## src/rtl/mem_arbiter.sv

```systemverilog
// Single-port memory arbiter sharing one unified memory between fetch and data requesters.
// One outstanding transaction; data has priority, with bounded starvation for fetch.
module mem_arbiter #(
    parameter int unsigned STARVE_MAX = 4
) (
    input  logic        clk,
    input  logic        rst,

    input  logic        if_req_valid,
    input  logic [63:0] if_req_addr,
    output logic        if_req_ready,
    output logic        if_rsp_valid,
    output logic [31:0] if_rsp_instr,

    input  logic        dm_req_valid,
    input  logic        dm_req_we,
    input  logic [63:0] dm_req_addr,
    input  logic [63:0] dm_req_wdata,
    output logic        dm_req_ready,
    output logic        dm_rsp_valid,
    output logic [63:0] dm_rsp_rdata,

    output logic        mem_req_valid,
    input  logic        mem_req_ready,
    output logic        mem_req_we,
    output logic [63:0] mem_req_addr,
    output logic [63:0] mem_req_wdata,
    input  logic        mem_rsp_valid,
    input  logic [63:0] mem_rsp_rdata,

    output logic        busy
);

    localparam logic [3:0] StarveMax = 4'(STARVE_MAX);

    typedef enum logic [1:0] {StIdle, StWaitIf, StWaitDm} state_e;

    state_e      state_q;
    logic [3:0]  starve_cnt_q;
    logic        half_sel_q;
    logic        dm_we_q;
    logic        if_rsp_valid_q;
    logic        dm_rsp_valid_q;
    logic [31:0] if_rsp_instr_q;
    logic [63:0] dm_rsp_rdata_q;

    logic idle;
    logic grant_if;
    logic grant_dm;
    logic if_hs;
    logic dm_hs;

    // Fetch offset bits inside a 32-bit word carry no information here.
    logic unused_addr_bits;
    assign unused_addr_bits = ^if_req_addr[1:0];

    assign idle     = (state_q == StIdle);
    // Fetch wins when alone, or once data has beaten it STARVE_MAX times in a row.
    assign grant_if = if_req_valid && (!dm_req_valid || (starve_cnt_q == StarveMax));
    assign grant_dm = dm_req_valid && !grant_if;
    assign if_hs    = idle && grant_if && mem_req_ready;
    assign dm_hs    = idle && grant_dm && mem_req_ready;

    always_comb begin
        mem_req_valid = 1'b0;
        mem_req_we    = 1'b0;
        mem_req_addr  = 64'd0;
        mem_req_wdata = 64'd0;
        if_req_ready  = 1'b0;
        dm_req_ready  = 1'b0;
        if (idle) begin
            mem_req_valid = grant_if || grant_dm;
            if (grant_if) begin
                mem_req_addr = {if_req_addr[63:3], 3'b000};
                if_req_ready = mem_req_ready;
            end else if (grant_dm) begin
                mem_req_we    = dm_req_we;
                mem_req_addr  = dm_req_addr;
                mem_req_wdata = dm_req_wdata;
                dm_req_ready  = mem_req_ready;
            end
        end
    end

    always_ff @(posedge clk or negedge rst) begin
        if (!rst) begin
            state_q        <= StIdle;
            starve_cnt_q   <= 4'd0;
            half_sel_q     <= 1'b0;
            dm_we_q        <= 1'b0;
            if_rsp_valid_q <= 1'b0;
            dm_rsp_valid_q <= 1'b0;
            if_rsp_instr_q <= 32'd0;
            dm_rsp_rdata_q <= 64'd0;
        end else begin
            if_rsp_valid_q <= 1'b0;
            dm_rsp_valid_q <= 1'b0;
            unique case (state_q)
                StIdle: begin
                    if (if_hs) begin
                        state_q      <= StWaitIf;
                        half_sel_q   <= if_req_addr[2];
                        starve_cnt_q <= 4'd0;
                    end else if (dm_hs) begin
                        state_q <= StWaitDm;
                        dm_we_q <= dm_req_we;
                        if (if_req_valid && (starve_cnt_q != StarveMax)) begin
                            starve_cnt_q <= starve_cnt_q + 4'd1;
                        end
                    end
                end
                StWaitIf: begin
                    if (mem_rsp_valid) begin
                        state_q        <= StIdle;
                        if_rsp_valid_q <= 1'b1;
                        if_rsp_instr_q <= half_sel_q ? mem_rsp_rdata[63:32]
                                                     : mem_rsp_rdata[31:0];
                    end
                end
                StWaitDm: begin
                    if (mem_rsp_valid) begin
                        state_q        <= StIdle;
                        dm_rsp_valid_q <= 1'b1;
                        dm_rsp_rdata_q <= dm_we_q ? 64'd0 : mem_rsp_rdata;
                    end
                end
                default: state_q <= StIdle;
            endcase
        end
    end

    assign if_rsp_valid = if_rsp_valid_q;
    assign if_rsp_instr = if_rsp_instr_q;
    assign dm_rsp_valid = dm_rsp_valid_q;
    assign dm_rsp_rdata = dm_rsp_rdata_q;
    assign busy         = !idle;

endmodule

```

## config.mk

```make
export PLATFORM = sky130hd
export DESIGN_NAME = mem_arbiter
export DESIGN_NICKNAME = d
export VERILOG_FILES = /design/src/rtl/mem_arbiter.sv
export SDC_FILE = /design/constraint.sdc
export NUM_CORES = 1
export LEC_CHECK = 0
export BUFFER_PORTS_ARGS = -buffer_cell sky130_fd_sc_hd__buf_2
export CORE_AREA = 2 2 192 194
export CTS_BUF_LIST = sky130_fd_sc_hd__clkbuf_8
export DETAILED_ROUTE_END_ITERATION = 8
export DIE_AREA = 0 0 194 196
export SETUP_SLACK_MARGIN = 0.2
export SLEW_MARGIN = 20
export SYNTH_ARGS = -nofsm -noshare
export SYNTH_HDL_FRONTEND = slang
export SYNTH_SLANG_ARGS = --single-unit
```

## constraint.sdc

```tcl
create_clock -name clk -period 1.95 [get_ports clk]
set_input_delay 0.2925 -clock clk [delete_from_list [all_inputs] [get_ports clk]]
set_output_delay 0.2925 -clock clk [all_outputs]
set_load 0.01 [all_outputs]
```

# Word level (Yosys, flattened, before mapping)
# Cells that the tools add are included.
[totals]
elab_cells = 65
input_bits = 263
register_bits = 106
out_inout_bits = 231
[op_classes]
eq_ne = 6
add_sub_neg = 1
mux = 27
bitwise_logic = 1
n_reduce_logical = 22
[ops]
columns = ["cell", "count"]
rows = [
  ["$mux W64", 7],
  ["$mux W32", 1],
  ["$mux W1", 12],
  ["$mux W4", 3],
  ["$reduce_and A2 Y1", 4],
  ["$logic_and A1 B1 Y1", 7],
  ["$mux W2", 3],
  ["$reduce_and A3 Y1", 2],
  ["$add A4 B1 Y4 const B", 1],
  ["$eq A4 B3 Y1 const B", 1],
  ["$ne A4 B3 Y1 const B", 1],
  ["$pmux W2 S2", 1],
  ["$reduce_bool A2 Y1", 2],
  ["$logic_not A1 Y1", 3],
  ["$ne A3 B1 Y1 const B", 1],
  ["$eq A2 B1 Y1 const B", 1],
  ["$eq A2 B2 Y1 const B", 1],
  ["$logic_not A2 Y1", 1],
  ["$logic_or A1 B1 Y1", 2],
  ["$ne A2 B1 Y1 const B", 1],
  ["$reduce_or A2 Y1", 1],
  ["$not A1 Y1", 1],
]

# Depth between registers and ports, before layout
# Gate-level depths: netlist of the first run.
[logic_depth]
word_depth = 10
ltp_mapped = 8
depth_no_buf = 5

# Worst setup path before layout of the first run
# OpenSTA, ideal clock, no wires.
[synth_timing]
path_type = "reg-to-output"
from = "register starve_cnt_q[0]"
to = "output port mem_req_addr[41]"
path_stages_with_launch = 7
required_time_ps = 1657
n_path_buf = 1
arrival_time_ps = 1571
path_slack_ps = 86
path_cell_list = "dfrtp_1 > inv_1 > ha_1 > nand3b_4 > a211oi_4 > buf_6 > a22o_1"
[synth_via]
elab_chain_len = 8
[synth_lines]
columns = ["element", "line", "rtl"]
rows = [
  ["start, declared", "39", "logic [3:0] starve_cnt_q;"],
  ["start signal, assigned", "108", "starve_cnt_q <= starve_cnt_q + 4'd1;"],
  ["$eq A4 B3 Y1 (*)", "59", "assign grant_if = if_req_valid && (!dm_req_valid || (starve_cnt_q == StarveMax));"],
  ["$logic_or A1 B1 Y1 (*)", "59", ""],
  ["$logic_and A1 B1 Y1 (*)", "59", ""],
  ["$logic_not A1 Y1", "60", "assign grant_dm = dm_req_valid && !grant_if;"],
  ["$logic_and A1 B1 Y1", "60", ""],
  ["$mux W64", "76", "end else if (grant_dm) begin"],
  ["$mux W64 (*)", "73", "if (grant_if) begin"],
  ["$mux W64 (*)", "71", "if (idle) begin"],
  ["end, declared", "26", "output logic [63:0] mem_req_addr,"],
]
# Mark *: on every way between the ends. The rest lies on a longest branch, timed or not.

# Worst setup path after layout of the first run
[layout_timing]
from = "register starve_cnt_q[1]"
to = "output port mem_req_addr[42]"
# Same word-level chain as after synthesis.

==> flow_metrics.tcl, run 1 <==
set metrics [dict create \
    fmax_mhz 411.0 \
    cp_slowest_cell "dfrtp_1" \
    drive_above_1_share_pct 57.50 \
    fin_crit_sh_pct 124.8 \
    crit_family "buffers and inverters" \
    holdCritStartpoint "if_req_addr[2]" \
    start_util_pct 16.34 \
    fp.dieW_um 194 \
    drc 0 \
    overflow 0 \
    cts_tree "done" \
    synthCells 628 \
    fp-row-count 70 \
    ys_seq_area_share_pct 44.99 \
    violations "setup timing" \
    crit_buf_inv 4 \
    htreeDepth 3 \
    setup_viol 130 \
    final-seq-area_um2 2655 \
    drtIter0Drc 291 \
    synth_cell_types 35 \
    avgSynthCellArea_um2 9.388 \
    coreArea_um2 36080 \
    synth_nets 896 \
    gp_congestion 0.9603 \
    timing.slew.headroom_pct 69.29 \
    yosysMostFrequentCell "dfrtp_1" \
    synth_area_leaders "dfrtp_1 (45%), a22o_2 (9.3%), and2_1 (7.3%)" \
    finalClockSkew_ns 0.02535 \
    arrival_ns 2.14 \
    holdWs_ns 0.1187 \
    hpwlAfterDp_um 26210 \
    total_power_mw 13.43 \
    setup_tns_ns -54.19 \
    cp-startpoint "starve_cnt_q[1]" \
    fin_area_um2 10120 \
    grt_start_max_net_pins 66 \
    cts_buffers 9 \
    root_buffer "clkbuf_8" \
    cpPeakStageDelay_ns 0.42 \
    area_growth_pct 71.71 \
    netlist.area_leader.share_pct 44.99 \
    yosysWarningCount 0 \
    netlist_area_um2 5896 \
    status "finished, violations left" \
    multi_input_area_um2 3169 \
    layout.nets 1390 \
    crit_type "flop to output port" \
    synthArstFlopShare_pct 100.0 \
    track_usage_pct 15.58 \
    nFillCells 3923 \
    synth_common_cells "dfrtp_1 (106), and2_1 (69), nand2_1 (69)" \
    setup_slack_ns -0.4831 \
    start_kind "flop" \
    firstDrtPassIters 4 \
    fp.dieH_um 196 \
    insertion_delay_ns 0.40 \
    synth_edf_count 0 \
    io_buffers 491 \
    worst_slew_pin_slew_ns 0.4607 \
    synthFlopType "dfrtp_1" \
    vias 6663 \
    max_cap_violations 0 \
    placed_area_um2 9178 \
    crit_path_cell_trace "inv_2 -> ha_4 -> and4b_2 -> nor2_4 -> buf_12 -> buf_12 -> a22o_2 -> buf_2" \
    ir_drop_v 0.0005515 \
    hp-class "primary input to flop" \
    grt_pass1_wl_um 43710 \
    clk_pin_slew_worst_paths_ns 0.12 \
    post-route-util_pct 28.05 \
    ys_seq_elements 106 \
    die-area_um2 38020 \
    crit_path_frequent_cell "buf_12" \
    antenna_found_initial 25 \
    grt_pass1_vias 6545 \
    rsz0062_at_grt "yes" \
    yosys.area.top_type "dfrtp_1" \
    io_pins 494 \
    p_leak_nw 5.300 \
    end_kind "output port" \
    final-hold-violation-count 0 \
    period_minus_slack_ns 2.433 \
    final_max_slew_viol_count 0 \
    clock-sinks 106 \
    viasPerCell 4.162 \
    wl_per_cell_um 19.85 \
    drt-total-wl_um 31790 \
    clk_path_buf_depth 2 \
    cp.required_ns 1.66 \
    cp_max_fo 22 \
    rr_startpoint "starve_cnt_q[1]" \
    ant_nets 0 \
    power_density_nw_per_um2 1326 \
]
report_power, final:
group | switching, mW | internal [mW]
Sequential | 0.553 | 3.27
Combinational | 4.28 | 4.01
Clock | 0.842 | 0.475
Total | 5.67 | 7.75
cell usage in the layout (no fill, tap or decap), drive strengths merged:
cell type / netlist / layout
nand2: 69 / 69
nor2b: 1 / 1
nand3: 3 / 3
diode: 0 / 6
and2: 69 / 69
a211oi: 1 / 1
dlygate4sd3: 0 / 1
inv: 9 / 12
a31oi: 1 / 1
nor3: 1 / 1
and4b: 1 / 1
a21oi: 34 / 34
clkinv: 0 / 2
and3: 2 / 2
nand4: 2 / 2
o211ai: 1 / 1
dfrtp: 106 / 106
a22o: 61 / 61
o2bb2ai: 1 / 1
clkinvlp: 0 / 2
a2111oi: 1 / 1
nand3b: 2 / 2
nand2b: 65 / 65
a211o: 1 / 1
mux2: 2 / 2
ha: 5 / 5
nor2: 36 / 36
clkbuf: 29 / 12
buf: 24 / 532
o21ai: 68 / 68
mux2i: 33 / 33
through the flow:
| stage | setup WS (ns) | instances |
|---|---|---|
| after floorplan | 0.1776 | 628 |
| after global placement | -0.08059 | 1563 |
| after detailed placement | -0.09031 | 1563 |
| after CTS | -0.5071 | 1584 |
| after global routing | -0.5592 | 1596 |
| final | -0.4831 | 1601 |
repair_timing:
action / CTS / global route
endpoints found under the hold margin: 17 / 0
cloned: 1 / 3
pin swaps: 7 / 3
hold buffers: 1 / 0
setup buffers: 3 / 8
setup endpoints to repair: 132 / 132
resized for setup: 31 / 88
path summary, 6_finish.rpt:
kind / to / slack, ns / depth (start not counted)
min reg2reg: dm_rsp_rdata[36] / 0.48 / 2
max: mem_req_addr[42] / -0.48 / 8
max reg2reg: state_q[1] / 0.22 / 7
min in group asynchronous: dm_rsp_rdata[50] / 0.34 / 2
max in group asynchronous: dm_rsp_rdata[8] / 1.07 / 3
min: half_sel_q / 0.12 / 2
flip-flops by register name, summed over array words and instances (netlist names):
register	cells
dm_rsp_rdata	64
if_rsp_instr	32
starve_cnt_q	4
state_q	2
dm_rsp_valid	1
dm_we_q	1
half_sel_q	1
if_rsp_valid	1
layer usage:
metal	GRT usage, %	vias to the layer above	share of wire [%]
met5	0	-	0.76
met4	5.808	38	3.5
met3	6.670	74	9.8
met2	27.34	319	50
met1	16.60	3101	36
li1	-	3131	-
cell type report:
type,count,share of cell area (%)
clock inverters,7,0.5191
well taps,468,5.784
flip-flops and latches,106,26.23
repair buffers,536,34.46
clock buffers,9,1.224
inverters,9,0.3337
multi-input cells,460,31.31
diodes,6,0.1483
kinds of logic after synthesis:
group           synth area share, %
flops                         44.99
simple gates                  22.50
buf+inv                       5.539
compound gates                19.93
mux                           5.985
fa+ha+maj                     1.061
(Power assumes the default switching activity.)
==> run 2: changes to the inputs <==
--- a/config.mk
+++ b/config.mk
@@ -6,10 +6,11 @@
 export NUM_CORES = 1
 export LEC_CHECK = 0
 export BUFFER_PORTS_ARGS = -buffer_cell sky130_fd_sc_hd__buf_2
-export CORE_AREA = 2 2 192 194
+export CORE_AREA = 2 2 189 191
 export CTS_BUF_LIST = sky130_fd_sc_hd__clkbuf_8
 export DETAILED_ROUTE_END_ITERATION = 8
-export DIE_AREA = 0 0 194 196
+export DIE_AREA = 0 0 191 193
+export PLACE_DENSITY_LB_ADDON = 0.15
 export SETUP_SLACK_MARGIN = 0.2
 export SLEW_MARGIN = 20
 export SYNTH_ARGS = -nofsm -noshare
==> run 2 against run 1 <==
The run still ends with setup timing left. Die area down 3.1%. Hold slack lost 0.0059 ns. Clock power increased by 9%. Design area rose by 0.35%. Fmax up 0.29%. Cell count is 0.37% higher. Sequential power is 1% higher. Critical path depth grew 1. Routed wire length down 2.2%. Largest cell class unchanged.
==> flow_metrics.tcl, run 2 (same netlist as run 1, synthesis figures left out) <==
set metrics [dict create \
    cts_tree "done" \
    cpPeakStageDelay_ns 0.41 \
    finalClockSkew_ns 0.02298 \
    fin_area_um2 10160 \
    viasPerCell 4.043 \
    cp_max_fo 7 \
    ant_nets 0 \
    crit_path_cell_trace "inv_2 -> ha_4 -> and4b_2 -> nor2_4 -> buf_6 -> buf_12 -> buf_16 -> a22o_4 -> buf_6" \
    die-area_um2 36860 \
    power_density_nw_per_um2 1345 \
    htreeDepth 3 \
    coreArea_um2 34960 \
    fp.dieW_um 191 \
    drt-total-wl_um 31080 \
    rr_startpoint "starve_cnt_q[0]" \
    io_buffers 491 \
    rsz0062_at_grt "yes" \
    vias 6497 \
    post-route-util_pct 29.05 \
    fmax_mhz 412.2 \
    fp.dieH_um 193 \
    max_cap_violations 0 \
    largest_reg_flops 64 \
    clk_path_buf_depth 2 \
    fp-row-count 69 \
    r2r_slack_ns 0.21 \
    crit_type "flop to output port" \
    drc 0 \
    clk_pin_slew_worst_paths_ns 0.12 \
    cp_slowest_cell "dfrtp_1" \
    overflow 0 \
    worst_slew_pin_slew_ns 0.4136 \
    fin_crit_sh_pct 124.4 \
    antenna_found_initial 29 \
    crit_buf_inv 5 \
    gp_congestion 0.8131 \
    root_buffer "clkbuf_8" \
    violations "setup timing" \
    drive_above_1_share_pct 56.32 \
    final_common_cell "buf_2" \
    setup_slack_ns -0.4761 \
    track_usage_pct 15.41 \
    insertion_delay_ns 0.40 \
    ir_drop_v 0.0005586 \
    cts_buffers 9 \
    grt_pass1_wl_um 42040 \
    area_growth_pct 72.30 \
    crit_path_frequent_cell "buf_6" \
    cp-startpoint "starve_cnt_q[0]" \
    status "finished, violations left" \
    hpwlAfterDp_um 23800 \
    top_usage_layer "met2" \
    start_kind "flop" \
    holdCritStartpoint "if_req_addr[2]" \
    placed_area_um2 9101 \
    end_kind "output port" \
    final-hold-violation-count 0 \
    layout.nets 1394 \
    cp.required_ns 1.66 \
    final_max_slew_viol_count 0 \
    start_util_pct 16.86 \
    grt_start_max_net_pins 78 \
    met2_usage_pct 25.22 \
    crit_family "buffers and inverters" \
    grt_pass1_vias 6460 \
    period_minus_slack_ns 2.426 \
    grt_util_met1_pct 17.29 \
    clock-sinks 106 \
    firstDrtPassIters 4 \
    grt_util_met3_pct 7.385 \
    io_pins 494 \
    drtIter0Drc 203 \
    layout_common_cells "buf_2 (432), dfrtp_1 (104), nand2_1 (68), o21ai_0 (68), nand2b_1 (65)" \
    wl_per_cell_um 19.34 \
    arrival_ns 2.13 \
    setup_viol 130 \
    timing.slew.headroom_pct 72.42 \
    p_leak_nw 5.346 \
    hp-class "primary input to flop" \
]
-- run 2: cell count changes in the layout (fill, tap and decap cells not counted), sizes merged --
cell and delta:
inv -2, diode +9, clkbuf +1, clkinvlp -1, clkinv +1, bufinv +1
buf +4
-- run 2: repair_timing --
| item | in CTS | in global routing |
|---|---|---|
| endpoints found under the setup margin | 134 | 132 |
| pin swaps | 8 | 31 |
| hold buffers | 1 | 0 |
| resized for setup | 60 | 62 |
| setup buffers | 1 | 12 |
| gates cloned | 4 | 6 |
| endpoints found under the hold margin | 24 | 0 |
-- run 2: worst paths after layout --
kind / endpoint / depth (start not counted)
max: mem_req_addr[48] / 9
min reg2reg: dm_rsp_rdata[60] / 2
max reg2reg: dm_we_q / 7
min: half_sel_q / 2
min in group asynchronous: dm_rsp_rdata[9] / 2
max in group asynchronous: dm_rsp_rdata[5] / 3
-- run 2: power by group --
| group | leakage [nW] | internal (mW) | switching [mW] |
|---|---|---|---|
| combinational | 3.93 | 4.03 | 4.32 |
| clock | 0.103 | 0.632 | 0.811 |
| sequential | 1.32 | 3.27 | 0.593 |
| total | 5.35 | 7.94 | 5.73 |
-- run 2: layout make-up --
class	instances	area, um2
well taps	461	576.8
fillers	3850	24810
clock buffers	10	137.6
inverters	9	36.28
clock inverters	6	65.06
flip-flops and latches	106	2655
repair buffers	540	3430
multi-input cells	460	3221
diodes	15	37.54
-- run 2: stage by stage --
stage          hold slack, ns  total power, mW  setup WS [ns]  std cells  setup TNS [ns]
3_3_place_gp           0.2624            11.20       -0.01607       1552        -0.01607
5_1_grt               0.08835            14.76        -0.5711       1600          -66.74
6_report               0.1128            13.66        -0.4761       1607          -51.49
4_1_cts               0.07679            13.25        -0.4784       1574          -53.98
2_1_floorplan       -0.003091            7.925         0.1776        628               0
3_5_place_dp           0.2590            11.28       -0.02494       1552         -0.1070
-- run 2: per-layer routing --
| layer | wire, um | vias up | share of wire (%) |
|---|---|---|---|
| met3 | 3280 | 62 | 11 |
| met5 | 185 | - | 0.60 |
| met2 | 14870 | 278 | 48 |
| li1 | - | 3155 | - |
| met4 | 810 | 28 | 2.6 |
| met1 | 11930 | 2974 | 38 |
-- run 2: worst reg2reg max path: cells and delay by family (launching register included) --
family,cells,cell delay [ns]
AND/OR/NAND/NOR,2,0.46
flip-flops,1,0.39
buffers and inverters,3,0.35
multiplexers,1,0.31
adder cells (fa/ha/maj),1,0.17
